--- src/rtl/date_from_day_number.sv ---
// Iterative day-number to Gregorian date converter: strips 400-year blocks,
// then whole years, then whole months, one subtraction per cycle.
module date_from_day_number #(
  parameter int DAY_W   = 23,
  parameter int MAX_DAY = 5983767
) (
  input  logic             clk,
  input  logic             rst_n,
  input  logic             start,
  input  logic [DAY_W-1:0] day_num,
  output logic             busy,
  output logic             valid,
  output logic             err,
  output logic [22:0]      date,
  output logic [2:0]       weekday
);

  // state  | meaning
  // IDLE   | waiting for start; outputs hold the last result
  // STRIDE | removing whole 146097-day (400-year) blocks
  // YEAR   | removing whole years
  // MONTH  | removing whole months, then publishing the date
  // ERR    | out-of-range request; publishes err on the next edge
  typedef enum logic [2:0] {
    S_IDLE, S_STRIDE, S_YEAR, S_MONTH, S_ERR
  } state_t;

  localparam logic [DAY_W-1:0] STRIDE_DAYS = DAY_W'(146097);

  state_t           state_q, state_d;
  logic [DAY_W-1:0] rem_q, rem_d;
  logic [13:0]      year_q, year_d;
  logic [3:0]       month_q, month_d;
  logic [2:0]       wd_q, wd_d;

  logic             valid_q, valid_d;
  logic             err_q, err_d;
  logic [22:0]      date_q, date_d;
  logic [2:0]       weekday_q, weekday_d;

  function automatic logic is_leap(input logic [13:0] y);
    return ((y[1:0] == 2'd0) && ((y % 14'd100) != 14'd0)) || ((y % 14'd400) == 14'd0);
  endfunction

  function automatic logic [4:0] month_len(input logic [3:0] m, input logic leap);
    case (m)
      4'd2:                    return leap ? 5'd29 : 5'd28;
      4'd4, 4'd6, 4'd9, 4'd11: return 5'd30;
      default:                 return 5'd31;
    endcase
  endfunction

  logic             leap_cur;
  logic [8:0]       ylen;
  logic [4:0]       mlen;
  logic             in_range;
  logic [2:0]       day_mod7;
  logic             more_stride, more_year, more_month;

  always_comb begin
    leap_cur    = is_leap(year_q);
    ylen        = leap_cur ? 9'd366 : 9'd365;
    mlen        = month_len(month_q, leap_cur);
    in_range    = (day_num != '0) && (day_num <= DAY_W'(MAX_DAY));
    day_mod7    = 3'(day_num % DAY_W'(7));
    more_stride = rem_q > STRIDE_DAYS;
    more_year   = rem_q > DAY_W'(ylen);
    more_month  = rem_q > DAY_W'(mlen);
  end

  always_ff @(posedge clk or negedge rst_n) begin
    if (!rst_n) begin
      state_q   <= S_IDLE;
      rem_q     <= '0;
      year_q    <= '0;
      month_q   <= '0;
      wd_q      <= '0;
      valid_q   <= 1'b0;
      err_q     <= 1'b0;
      date_q    <= '0;
      weekday_q <= '0;
    end else begin
      state_q   <= state_d;
      rem_q     <= rem_d;
      year_q    <= year_d;
      month_q   <= month_d;
      wd_q      <= wd_d;
      valid_q   <= valid_d;
      err_q     <= err_d;
      date_q    <= date_d;
      weekday_q <= weekday_d;
    end
  end

  always_comb begin
    state_d = state_q;
    rem_d   = rem_q;
    year_d  = year_q;
    month_d = month_q;
    wd_d    = wd_q;
    case (state_q)
      S_IDLE: begin
        if (start) begin
          if (in_range) begin
            rem_d   = day_num;
            year_d  = 14'd1;
            month_d = 4'd1;
            wd_d    = day_mod7;
            state_d = S_STRIDE;
          end else begin
            state_d = S_ERR;
          end
        end
      end
      S_STRIDE: begin
        if (more_stride) begin
          rem_d  = rem_q - STRIDE_DAYS;
          year_d = year_q + 14'd400;
        end else begin
          state_d = S_YEAR;
        end
      end
      S_YEAR: begin
        if (more_year) begin
          rem_d  = rem_q - DAY_W'(ylen);
          year_d = year_q + 14'd1;
        end else begin
          state_d = S_MONTH;
        end
      end
      S_MONTH: begin
        if (more_month) begin
          rem_d   = rem_q - DAY_W'(mlen);
          month_d = month_q + 4'd1;
        end else begin
          state_d = S_IDLE;
        end
      end
      S_ERR:   state_d = S_IDLE;
      default: state_d = S_IDLE;
    endcase
  end

  // Result registers only change on the edge that raises valid.
  always_comb begin
    valid_d   = 1'b0;
    err_d     = err_q;
    date_d    = date_q;
    weekday_d = weekday_q;
    if (state_q == S_ERR) begin
      valid_d   = 1'b1;
      err_d     = 1'b1;
      date_d    = '0;
      weekday_d = '0;
    end else if (state_q == S_MONTH && !more_month) begin
      valid_d   = 1'b1;
      err_d     = 1'b0;
      date_d    = {year_q, month_q, rem_q[4:0]};
      weekday_d = wd_q;
    end
  end

  assign busy    = (state_q == S_STRIDE) || (state_q == S_YEAR) || (state_q == S_MONTH);
  assign valid   = valid_q;
  assign err     = err_q;
  assign date    = date_q;
  assign weekday = weekday_q;

endmodule
--- config.mk ---
export PLATFORM = sky130hd
export DESIGN_NAME = date_from_day_number
export DESIGN_NICKNAME = d
export VERILOG_FILES = /design/src/rtl/date_from_day_number.sv
export SDC_FILE = /design/constraint.sdc
export NUM_CORES = 1
export LEC_CHECK = 0
export ABC_AREA = 0
export CAP_MARGIN = 20
export CORE_UTILIZATION = 42
export CTS_CLUSTER_DIAMETER = 120
export DETAILED_ROUTE_END_ITERATION = 12
export SYNTH_ARGS = -nofsm -noshare
export SYNTH_HDL_FRONTEND = slang
export SYNTH_SLANG_ARGS = --single-unit
--- constraint.sdc ---
create_clock -name clk -period 8.15 [get_ports clk]
set_clock_uncertainty 0.2 [all_clocks]
set_input_delay 0.815 -clock clk [delete_from_list [all_inputs] [get_ports clk]]
set_output_delay 0.815 -clock clk [all_outputs]
set_load 0.02 [all_outputs]
==> results.json <==
{
  "dp_hpwl_um": 21000,
  "avgSynthCellArea_sq_um": 7.13,
  "cts_hold_buffers": 0,
  "drive_above_1_share_pct": 28.6,
  "leakagePower_nw": 4.86,
  "max_cap_violations": 0,
  "grt_usage_pct": 26.4,
  "wl_per_cell_um": 17.7,
  "cts-buffers-inserted": 9,
  "grt_start_max_net_pins": 76,
  "clkTransAtPathRegs_ns": 0.06,
  "critical_path_class": "in -> reg",
  "syn-num-nets": 1316,
  "ys_warn_count": 0,
  "synth_top_area_cell": "dfrtp_1",
  "antenna_found_initial": 0,
  "yosysTopAreaCellShare_pct": 20.7,
  "grt_pass1_vias": 9648,
  "syn_inst": 1272,
  "hold_class": "reg -> reg",
  "async_reset_ff_share_pct": 100,
  "ys_seq_area_share_pct": 20.7,
  "r2r_setup_slack_ns": 0.38,
  "place_ws_ns": -0.633,
  "powerDensity_mw_per_mm2": 350,
  "grt_overflow": 0,
  "dr_wl_met2_um": 15200,
  "clock.fmax_ghz": 0.125,
  "start_util_pct": 43.0,
  "multi_input_area_sq_mm": 0.00743,
  "num_vias": 10700,
  "cp_data_arrival_time_ns": 8.04,
  "core_area_sq_mm": 0.0211,
  "htree_levels": 3,
  "fin_crit_sh_pct": 97.8,
  "io_buffers": 54,
  "timing.final.ws_setup_ns": 0.182,
  "fill_cells": 1915,
  "fin_nets": 1509,
  "peakVddDrop_uv": 155,
  "fin_util_pct": 59.1,
  "dieArea_sq_mm": 0.0222,
  "regArea_sq_mm": 0.00188,
  "synth_edf_count": 0,
  "fin_crit_ns": 7.97,
  "antenna_cells": 0,
  "ioPinCount": 55,
  "cts_sinks": 75,
  "synth-seq-cells": 75,
  "area_growth_pct": 37.3,
  "grt_pass1_wl_um": 48000,
  "die_h_um": 149,
  "root_buffer": "clkbuf_16",
  "start_kind": "input pin",
  "cts.path.max_buffers": 2,
  "dp_cells": 1685,
  "fp-row-count": 53,
  "routed-wl-met3_um": 1720,
  "drc_errors": 0,
  "place.gp.congestion": 0.906,
  "synth_area_leaders": "dfrtp_1 (21%), o21ai_0 (7.2%), nand2_1 (6.3%)",
  "ant_nets": 0,
  "status": "finished clean",
  "drt-initial-drc-count": 808,
  "totalWireLength_um": 30900,
  "wl_met1_um": 13400,
  "stdcell_count": 1745,
  "dieWidth_um": 149,
  "clock_latency_ns": 0.35,
  "cp-end-kind": "flip-flop",
  "drv_slew": 0,
  "avgViaCountPerCell": 6.13,
  "cts_tree": "yes",
  "synth-main-ff-cell": "dfrtp_1",
  "cp_slowest_stage_delay_ns": 0.47,
  "slowest_stage": "mux4_2",
  "setup_violations": 0,
  "ys_types": 109,
  "cp.required_ns": 8.22,
  "top_layer": "met4",
  "hold_violations": 0,
  "drt-pass1-iter-count": 7,
  "maxSlewHeadroom_pct": 29.4,
  "crit_path_max_fanout": 10,
  "synth_area_sq_mm": 0.00907,
  "tightest_slew_ns": 1.06
}
-- what timing repair did --
item                       4_1_cts  5_1_grt
gates cloned                     0        4
setup endpoints to repair        6       72
buffers inserted                 3       37
pin swaps                        7       68
gates resized for setup         38      165
-- cells by family after synthesis --
group	Yosys count	synth area share, %
buffers and inverters	148	6.67
flip-flops	75	20.7
AND/OR/NAND/NOR	497	27.5
AO/OA/AOI/OAI	468	35.5
XOR/XNOR	41	3.96
multiplexers	19	2.44
adder cells (fa/ha/maj)	24	3.32
-- flip-flops by register name, indices dropped and copies added (netlist names) --
register / count
weekday: 3
wd_q: 3
state_q: 3
err: 1
month_q: 4
valid: 1
date: 23
year_q: 14
rem_q: 23
-- area by class of cell --
| class | count | share of cell area (%) |
|---|---|---|
| Clock buffer | 9 | 1.81 |
| Clock inverter | 7 | 0.482 |
| Inverter | 48 | 1.45 |
| Multi-Input combinational cell | 1050 | 59.6 |
| Sequential cell | 75 | 15.1 |
| Tap cell | 275 | 2.76 |
| Timing Repair Buffer | 281 | 18.8 |
-- layer usage --
metal  vias up  track usage, %
li1       5171               -
met1      5119            35.3
met2       370            44.4
met3        43            2.78
met4         0            8.06
met5         -               0
-- path summary, 6_finish.rpt --
| kind | startpoint | to | cells past startpoint |
|---|---|---|---|
| worst min-delay path | wd_q[1]$_DFFE_PN0P_ | wd_q[1]$_DFFE_PN0P_ | 2 |
| min in group asynchronous | rst_n | date[5]$_DFFE_PN0P_ | 1 |
| max in group asynchronous | rst_n | year_q[11]$_DFFE_PN0P_ | 1 |
| worst max-delay path | day_num[22] | wd_q[0]$_DFFE_PN0P_ | 36 |
| worst min register to register | wd_q[1]$_DFFE_PN0P_ | wd_q[1]$_DFFE_PN0P_ | 2 |
| worst max register to register | year_q[9]$_DFFE_PN0P_ | rem_q[11]$_DFFE_PN0P_ | 39 |
-- critical path: cells and delay by family --
family	cells	cell delay (ns)
simple gates	10	2.01
xor+xnor	1	0.14
fa+ha+maj	2	0.49
buf+inv	7	1.17
compound gates	14	2.73
mux	2	0.67
-- report_power, final --
group,internal (mW),leakage [nW],switching (mW)
sequential,0.528,0.929,0.251
clock,0.212,0.136,0.183
combinational,1.49,3.80,1.70
total,2.23,4.86,2.13
-- cell usage in the layout, fill, tap and decap left out, types with 7 or more instances in the layout --
master,netlist,layout
nor3_1,38,34
clkdlybuf4s50_1,0,47
o211ai_1,14,14
o31ai_1,17,13
a31oi_1,28,22
o21a_1,12,10
a221oi_1,8,7
o22ai_1,27,24
buf_4,3,211
o221ai_1,13,9
mux2i_1,12,10
or3_1,17,14
o21ai_1,10,11
buf_6,4,13
o21ai_0,131,122
ha_1,16,15
a22oi_1,13,10
nand2b_1,13,13
or3_4,4,7
nand2_1,153,152
inv_1,46,46
and2_1,17,15
nor4_1,16,15
nor3b_1,14,9
nor2_1,100,93
xor2_1,13,11
o21ai_2,0,7
clkbuf_16,0,10
a21oi_1,67,57
a211o_1,7,7
nor2b_1,13,12
nand3_1,49,46
a21o_1,7,7
xnor2_1,28,27
nand4_1,19,19
o31a_1,9,9
dfrtp_1,75,70
a21oi_2,3,9
or2_2,9,7
-- stage by stage --
stage | total power, mW | cell area, sq um | setup TNS [ns] | hold slack (ns)
after floorplan | 2.60 | 9070 | 0 | 0.247
after global placement | 3.54 | 11000 | -1.54 | 0.272
after detailed placement | 3.58 | 11000 | -1.67 | 0.279
after CTS | 4.03 | 11500 | -0.0255 | 0.292
after global routing | 4.70 | 12500 | -0.939 | 0.334
final | 4.36 | 12500 | 0 | 0.287
-- Yosys cell counts (all sizes together), types with 16 or more instances --
| master | count |
|---|---|
| nand2 | 154 |
| o21ai | 141 |
| nor2 | 100 |
| clkbuf | 82 |
| dfrtp | 75 |
| a21oi | 70 |
| nand3 | 53 |
| inv | 46 |
| nor3 | 40 |
| a31oi | 28 |
| xnor2 | 28 |
| o22ai | 27 |
| or3 | 21 |
| nand4 | 20 |
| o31ai | 20 |
| and2 | 19 |
| buf | 18 |
| nor4 | 17 |
| ha | 16 |
Note: power is estimated with default switching activity, not from simulation.
